<file path="src/rtl/ode_arith_pkg.sv">
// Shared encodings for the ODE arithmetic arbiter: FSM states, op codes and fixed-point format.
package ode_arith_pkg;

    typedef enum logic [1:0] {
        ARB_IDLE  = 2'd0,
        ARB_ISSUE = 2'd1,
        ARB_WAIT  = 2'd2,
        ARB_RESP  = 2'd3
    } arb_state_e;

    typedef enum logic {
        OP_MUL = 1'b0,
        OP_DIV = 1'b1
    } op_e;

    localparam int unsigned FRAC_BITS = 7;

endpackage

</file>
<file path="src/rtl/arith_unit_arbiter_if.sv">
// Requester and arithmetic-unit signal bundle for arith_unit_arbiter.
// master = the arbiter, slave = requesters plus multiplier/divider.
interface arith_unit_arbiter_if #(
    parameter int unsigned WORD_SIZE = 16,
    parameter int unsigned NUM_REQ   = 4
);
    logic [NUM_REQ-1:0]           req;
    logic [NUM_REQ-1:0]           op_div;
    logic [NUM_REQ*WORD_SIZE-1:0] opa_flat;
    logic [NUM_REQ*WORD_SIZE-1:0] opb_flat;
    logic [NUM_REQ-1:0]           grant;
    logic [NUM_REQ-1:0]           done;
    logic [WORD_SIZE-1:0]         result;
    logic                         ovf;
    logic                         err;
    logic [WORD_SIZE-1:0]         unit_a;
    logic [WORD_SIZE-1:0]         unit_b;
    logic                         start_mul;
    logic                         start_div;
    logic [WORD_SIZE-1:0]         mul_result;
    logic                         mul_ovf;
    logic                         mul_done;
    logic [WORD_SIZE-1:0]         div_result;
    logic                         div_ovf;
    logic                         div_done;

    modport master (
        input  req, op_div, opa_flat, opb_flat,
        input  mul_result, mul_ovf, mul_done, div_result, div_ovf, div_done,
        output grant, done, result, ovf, err, unit_a, unit_b, start_mul, start_div
    );

    modport slave (
        output req, op_div, opa_flat, opb_flat,
        output mul_result, mul_ovf, mul_done, div_result, div_ovf, div_done,
        input  grant, done, result, ovf, err, unit_a, unit_b, start_mul, start_div
    );

endinterface

</file>
<file path="src/rtl/rr_priority_picker.sv">
// Combinational round-robin picker: first set req at or above ptr, wrapping around.
module rr_priority_picker #(
    parameter int unsigned N = 4
) (
    input  logic [N-1:0]         req_i,
    input  logic [$clog2(N)-1:0] ptr_i,
    output logic [N-1:0]         winner_o,
    output logic [$clog2(N)-1:0] id_o,
    output logic                 any_o
);
    localparam int unsigned IdW = $clog2(N);

    logic [IdW-1:0] idx;

    // Scan from the farthest offset down so the nearest request to ptr wins last.
    always_comb begin
        winner_o = '0;
        id_o     = '0;
        any_o    = 1'b0;
        idx      = '0;
        for (int i = int'(N) - 1; i >= 0; i--) begin
            idx = IdW'((int'(ptr_i) + i) % int'(N));
            if (req_i[idx]) begin
                id_o  = idx;
                any_o = 1'b1;
            end
        end
        winner_o[id_o] = any_o;
    end

endmodule

</file>
<file path="src/rtl/arith_unit_arbiter.sv">
// Round-robin sharing of one multiplier and one divider among NUM_REQ requesters.
// Optional watchdog on unit completion enabled by defining ARB_TIMEOUT_EN.
module arith_unit_arbiter
    import ode_arith_pkg::*;
#(
    parameter int unsigned WORD_SIZE      = 16,
    parameter int unsigned NUM_REQ        = 4,
    parameter int unsigned TIMEOUT_CYCLES = 64
) (
    input logic                  clk,
    input logic                  rst,
    arith_unit_arbiter_if.master bus
);
    localparam int unsigned IdW = $clog2(NUM_REQ);

    if (TIMEOUT_CYCLES < 1 || TIMEOUT_CYCLES > 255) begin : g_bad_timeout
        $error("TIMEOUT_CYCLES must fit the 8-bit watchdog counter");
    end

    arb_state_e           state_q, state_d;
    op_e                  op_q, op_d;
    logic [IdW-1:0]       id_q, id_d, ptr_q, ptr_d;
    logic [WORD_SIZE-1:0] opa_q, opa_d, opb_q, opb_d, result_q, result_d;
    logic                 ovf_q, ovf_d;
`ifdef ARB_TIMEOUT_EN
    logic [7:0]           cnt_q, cnt_d;
    logic                 err_q, err_d;
`endif

    logic [NUM_REQ-1:0] win_onehot, owner;
    logic [IdW-1:0]     win_id;
    logic               win_any, unit_done;

    rr_priority_picker #(.N(NUM_REQ)) u_picker (
        .req_i    (bus.req),
        .ptr_i    (ptr_q),
        .winner_o (win_onehot),
        .id_o     (win_id),
        .any_o    (win_any)
    );

    // Only the unit that was started may complete the operation.
    assign unit_done = (op_q == OP_DIV) ? bus.div_done : bus.mul_done;

    always_comb begin
        state_d  = state_q;
        op_d     = op_q;
        id_d     = id_q;
        ptr_d    = ptr_q;
        opa_d    = opa_q;
        opb_d    = opb_q;
        result_d = result_q;
        ovf_d    = ovf_q;
`ifdef ARB_TIMEOUT_EN
        cnt_d    = cnt_q;
        err_d    = err_q;
`endif
        unique case (state_q)
            ARB_IDLE: begin
                if (win_any) begin
                    id_d    = win_id;
                    op_d    = (|(bus.op_div & win_onehot)) ? OP_DIV : OP_MUL;
                    opa_d   = bus.opa_flat[win_id*WORD_SIZE +: WORD_SIZE];
                    opb_d   = bus.opb_flat[win_id*WORD_SIZE +: WORD_SIZE];
                    state_d = ARB_ISSUE;
                end
            end
            ARB_ISSUE: begin
`ifdef ARB_TIMEOUT_EN
                cnt_d   = '0;
`endif
                state_d = ARB_WAIT;
            end
            ARB_WAIT: begin
                if (unit_done) begin
                    result_d = (op_q == OP_DIV) ? bus.div_result : bus.mul_result;
                    ovf_d    = (op_q == OP_DIV) ? bus.div_ovf : bus.mul_ovf;
`ifdef ARB_TIMEOUT_EN
                    err_d    = 1'b0;
`endif
                    state_d  = ARB_RESP;
                end
`ifdef ARB_TIMEOUT_EN
                else if (cnt_q == 8'(TIMEOUT_CYCLES - 1)) begin
                    result_d = '0;
                    ovf_d    = 1'b0;
                    err_d    = 1'b1;
                    state_d  = ARB_RESP;
                end else begin
                    cnt_d = cnt_q + 8'd1;
                end
`endif
            end
            ARB_RESP: begin
                ptr_d   = (id_q == IdW'(NUM_REQ - 1)) ? '0 : id_q + 1'b1;
                state_d = ARB_IDLE;
            end
            default: state_d = ARB_IDLE;
        endcase
    end

    always_ff @(posedge clk or posedge rst) begin
        if (rst) begin
            state_q  <= ARB_IDLE;
            op_q     <= OP_MUL;
            id_q     <= '0;
            ptr_q    <= '0;
            opa_q    <= '0;
            opb_q    <= '0;
            result_q <= '0;
            ovf_q    <= 1'b0;
`ifdef ARB_TIMEOUT_EN
            cnt_q    <= '0;
            err_q    <= 1'b0;
`endif
        end else begin
            state_q  <= state_d;
            op_q     <= op_d;
            id_q     <= id_d;
            ptr_q    <= ptr_d;
            opa_q    <= opa_d;
            opb_q    <= opb_d;
            result_q <= result_d;
            ovf_q    <= ovf_d;
`ifdef ARB_TIMEOUT_EN
            cnt_q    <= cnt_d;
            err_q    <= err_d;
`endif
        end
    end

    always_comb begin
        owner       = '0;
        owner[id_q] = 1'b1;
    end

    assign bus.grant     = (state_q != ARB_IDLE) ? owner : '0;
    assign bus.done      = (state_q == ARB_RESP) ? owner : '0;
    assign bus.start_mul = (state_q == ARB_ISSUE) && (op_q == OP_MUL);
    assign bus.start_div = (state_q == ARB_ISSUE) && (op_q == OP_DIV);
    assign bus.unit_a    = opa_q;
    assign bus.unit_b    = opb_q;
    assign bus.result    = result_q;
    assign bus.ovf       = ovf_q;
`ifdef ARB_TIMEOUT_EN
    assign bus.err       = err_q;
`else
    assign bus.err       = 1'b0;
`endif

endmodule
</file>
<file path="src/flat_wrapper.sv">
// flat-port wrapper written by rule: the top's interface ports become plain ports
module arith_unit_arbiter_flat import ode_arith_pkg::*;
#(
    parameter int unsigned WORD_SIZE      = 16,
    parameter int unsigned NUM_REQ        = 4,
    parameter int unsigned TIMEOUT_CYCLES = 64
)
  (clk, rst, bus_req, bus_op_div, bus_opa_flat, bus_opb_flat, bus_mul_result, bus_mul_ovf, bus_mul_done, bus_div_result, bus_div_ovf, bus_div_done, bus_grant, bus_done, bus_result, bus_ovf, bus_err, bus_unit_a, bus_unit_b, bus_start_mul, bus_start_div);
  arith_unit_arbiter_if #(.WORD_SIZE(WORD_SIZE), .NUM_REQ(NUM_REQ)) bus_i ();
  input logic clk;
  input logic rst;
  input wire logic [$bits(bus_i.req)-1:0] bus_req;
  input wire logic [$bits(bus_i.op_div)-1:0] bus_op_div;
  input wire logic [$bits(bus_i.opa_flat)-1:0] bus_opa_flat;
  input wire logic [$bits(bus_i.opb_flat)-1:0] bus_opb_flat;
  input wire logic [$bits(bus_i.mul_result)-1:0] bus_mul_result;
  input wire logic [$bits(bus_i.mul_ovf)-1:0] bus_mul_ovf;
  input wire logic [$bits(bus_i.mul_done)-1:0] bus_mul_done;
  input wire logic [$bits(bus_i.div_result)-1:0] bus_div_result;
  input wire logic [$bits(bus_i.div_ovf)-1:0] bus_div_ovf;
  input wire logic [$bits(bus_i.div_done)-1:0] bus_div_done;
  output wire logic [$bits(bus_i.grant)-1:0] bus_grant;
  output wire logic [$bits(bus_i.done)-1:0] bus_done;
  output wire logic [$bits(bus_i.result)-1:0] bus_result;
  output wire logic [$bits(bus_i.ovf)-1:0] bus_ovf;
  output wire logic [$bits(bus_i.err)-1:0] bus_err;
  output wire logic [$bits(bus_i.unit_a)-1:0] bus_unit_a;
  output wire logic [$bits(bus_i.unit_b)-1:0] bus_unit_b;
  output wire logic [$bits(bus_i.start_mul)-1:0] bus_start_mul;
  output wire logic [$bits(bus_i.start_div)-1:0] bus_start_div;
  assign bus_i.req = bus_req;
  assign bus_i.op_div = bus_op_div;
  assign bus_i.opa_flat = bus_opa_flat;
  assign bus_i.opb_flat = bus_opb_flat;
  assign bus_i.mul_result = bus_mul_result;
  assign bus_i.mul_ovf = bus_mul_ovf;
  assign bus_i.mul_done = bus_mul_done;
  assign bus_i.div_result = bus_div_result;
  assign bus_i.div_ovf = bus_div_ovf;
  assign bus_i.div_done = bus_div_done;
  assign bus_grant = bus_i.grant;
  assign bus_done = bus_i.done;
  assign bus_result = bus_i.result;
  assign bus_ovf = bus_i.ovf;
  assign bus_err = bus_i.err;
  assign bus_unit_a = bus_i.unit_a;
  assign bus_unit_b = bus_i.unit_b;
  assign bus_start_mul = bus_i.start_mul;
  assign bus_start_div = bus_i.start_div;
  arith_unit_arbiter #(.WORD_SIZE(WORD_SIZE), .NUM_REQ(NUM_REQ), .TIMEOUT_CYCLES(TIMEOUT_CYCLES)) u_core (.clk(clk), .rst(rst), .bus(bus_i));
endmodule
</file>
<file path="config.mk">
export PLATFORM = sky130hd
export DESIGN_NAME = arith_unit_arbiter_flat
export DESIGN_NICKNAME = d
export VERILOG_FILES = /design/src/rtl/ode_arith_pkg.sv /design/src/rtl/arith_unit_arbiter_if.sv /design/src/rtl/rr_priority_picker.sv /design/src/rtl/arith_unit_arbiter.sv /design/src/flat_wrapper.sv
export SDC_FILE = /design/constraint.sdc
export NUM_CORES = 1
export LEC_CHECK = 0
export BUFFER_PORTS_ARGS = -buffer_cell sky130_fd_sc_hd__buf_2
export CAP_MARGIN = 20
export CELL_PAD_IN_SITES_DETAIL_PLACEMENT = 0
export CELL_PAD_IN_SITES_GLOBAL_PLACEMENT = 2
export CORE_ASPECT_RATIO = 1.1
export CORE_MARGIN = 2
export CORE_UTILIZATION = 26
export DETAILED_ROUTE_END_ITERATION = 16
export GPL_TIMING_DRIVEN = 0
export PLACE_DENSITY_LB_ADDON = 0.1
export SETUP_SLACK_MARGIN = 0.1
export SKIP_LAST_GASP = 1
export SLEW_MARGIN = 20
export SYNTH_ARGS = -nofsm -noshare
export SYNTH_HDL_FRONTEND = slang
export SYNTH_SLANG_ARGS = --single-unit
</file>
<file path="constraint.sdc">
create_clock -name clk -period 4.3 [get_ports clk]
set_input_delay 0.86 -clock clk [delete_from_list [all_inputs] [get_ports clk]]
set_output_delay 0.86 -clock clk [all_outputs]
set_load 0.05 [all_outputs]
</file>
==> flow_metrics.tcl <==
set metrics [dict create \
    nets 779 \
    async_flop_share_pct 100 \
    worstMarginPinSlew_ns 0.754 \
    cts.reportedPaths.clkPinSlew_ns 0.07 \
    setup_ws_ns 1.73 \
    synth_area_per_cell_um2 10.6 \
    hold_class "in -> async" \
    post_cts_buffers 0 \
    finalHoldViolations 0 \
    antennaDiodeCount 0 \
    ys_types 34 \
    finClkSkew_ns 0.00308 \
    drtIter0Drc 90 \
    vias 3516 \
    cts.sinks 56 \
    crit_type "reg -> out" \
    grt_max_degree 42 \
    grtUsageTotal_pct 16.3 \
    drive_gt1_share_pct 54.2 \
    critical_path_peak_fanout 10 \
    synth-edff-count 0 \
    rsz0062_at_grt "false" \
    dieArea_um2 15600 \
    relSlewSlack_pct 49.7 \
    syn_to_final_growth_pct 42.0 \
    crit_path_end_kind "output port" \
    hold_ws_ns 0.479 \
    antenna_found_initial 1 \
    cts_tree "yes" \
    wl_per_cell_um 16.0 \
    rows 46 \
    dp_slack_ns 1.72 \
    finalMaxSlewViolations 0 \
    startpoint_type "flop" \
    status "complete, no violations" \
    ios 234 \
    required_ns 3.44 \
    numPortBuffers 232 \
    ir_drop_v 0.000231 \
    powerDensity_nw_per_um2 779 \
    syn-cell-area_um2 3790 \
    synthCells 357 \
    clk-insertion-delay-late_ns 0.30 \
    grt_pass1_wl_um 19600 \
    via_per_inst 4.45 \
    grt.overflow.total 0 \
    die_h_um 131 \
    ant_nets 0 \
    arrival_ns 1.71 \
    ys_seq_area_share_pct 36.9 \
    die_x_um 119 \
    cts-root-buf "clkbuf_16" \
    drc_errors 0 \
    core_area_um2 14300 \
    yosysWarnings 0 \
    start_util_pct 26.5 \
    finalWirelength_um 12700 \
    fin_crit_ns 2.57 \
    drv_cap 0 \
    gp_congestion 0.729 \
    cts.hold.buffers_added 0 \
    setup_viol 0 \
    period_share_pct 59.7 \
    syn-num-nets 539 \
    synthFlopType "dfrtp_1" \
    grt_pass1_vias 3685 \
    dr.pass1.iters 4 \
    numCtsBuffers 5 \
    clk_path_buf_depth 2 \
    ys_ff_latch 56 \
    cts_resized 0 \
    tns_ns 0 \
    hpwl_um 9900 \
    timing.fmax_mhz 390 \
    p_leak_nw 2.72 \
    htree_levels 2 \
]
-- placed cells by master (no fill, tap or decap), types with 2 or more instances in the layout --
cell / n
buf_2: 236
a211oi_2: 60
dfrtp_1: 56
mux2i_1: 51
nor2_1: 35
and3_1: 33
nand2_1: 21
o21ai_0: 18
clkbuf_1: 13
buf_6: 9
ha_1: 8
inv_1: 7
nor2b_1: 7
a211oi_1: 6
and2_1: 5
clkbuf_16: 5
buf_1: 2
a21oi_1: 2
buf_4: 2
nand2b_1: 2
mux2_2: 2
-- logic make-up (layout without fill, tap and decap cells) --
family	after synthesis	in the layout	synth area share, %
DFF	56	56	36.9
other	1	1	0.0988
and+or+nand+nor	107	107	14.4
buffers and inverters	38	279	6.30
adders and majority gates	8	8	2.64
muxes	54	54	14.3
AOI/OAI and AO/OA	93	93	25.3
-- cells in the mapped netlist, types with 2 or more instances --
cell type	count	share of area [%]
buf_4	2	0.40
o21ai_0	18	2.4
a211oi_2	60	20
a211oi_1	6	1.2
nor2_1	35	3.5
nand2_1	21	2.1
and2_1	5	0.82
buf_2	4	0.53
buf_6	9	2.7
mux2_2	2	0.59
nand2b_1	2	0.33
nor2b_1	7	1.2
inv_1	8	0.79
buf_1	2	0.20
dfrtp_1	56	37
and3_1	33	5.4
clkbuf_1	12	1.2
a21oi_1	2	0.26
ha_1	8	2.6
mux2i_1	51	13
-- flip-flops by register name (all words and copies together), names as in the netlist --
signal,count
u_core.bus.ovf,1
u_core.bus.result,16
u_core.bus.unit_a,16
u_core.bus.unit_b,16
u_core.id_q,2
u_core.op_q,1
u_core.ptr_q,2
u_core.state_q,2
-- path summary, 6_finish.rpt --
check | depth (start not counted) | slack [ns] | startpoint | endpoint
worst max-delay path | 3 | 1.73 | u_core.op_q | bus_start_div
worst min-delay path | 2 | 0.48 | rst | u_core.bus.result[3]
worst max register to register | 6 | 2.11 | u_core.state_q[1] | u_core.bus.unit_b[15]
worst min register to register | 2 | 0.48 | u_core.bus.result[6] | u_core.bus.result[6]
max in group asynchronous | 3 | 3.34 | rst | u_core.bus.unit_b[5]
min in group clk | 2 | 0.48 | u_core.bus.result[6] | u_core.bus.result[6]
-- area by class of cell --
| cell class | count | area (um^2) |
|---|---|---|
| clock inverters | 2 | 35.0 |
| repair buffers | 233 | 1190 |
| plain buffers | 30 | 209 |
| clock buffers | 6 | 129 |
| multi-input cells | 263 | 2150 |
| well taps | 192 | 240 |
| flip-flops and latches | 56 | 1400 |
| inverters | 8 | 32.5 |
| fillers | 1498 | 8940 |
-- stage by stage --
stage	cell area [um^2]	cells	power (mW)	util [%]
after floorplan	3790	357	3.08	-
after global placement	5200	781	3.76	36.3
after detailed placement	5230	782	3.79	36.5
after CTS	5390	790	4.28	37.6
after global routing	5390	790	4.51	37.6
final	5390	790	4.20	37.6
-- layer usage --
metal	vias to the layer above	wire length [um]	GRT usage, %
met5	-	13	0
met4	2	114	3.57
met3	9	1100	5.56
met2	148	6120	28.2
met1	1582	5310	19.9
li1	1775	-	-
-- power breakdown --
| group | switching, mW | total, mW | internal (mW) |
|---|---|---|---|
| clock | 0.204 | 0.479 | 0.275 |
| combinational | 1.89 | 2.78 | 0.887 |
| sequential | 0.144 | 0.936 | 0.793 |
| total | 2.24 | 4.20 | 1.96 |
-- critical path, cell delays in order, from the launching register on --
cell	delay [ns]
dfrtp_1	0.38
buf_1	0.54
and2_1	0.22
buf_2	0.27
No activity file was read; power rests on OpenSTA's default activity.
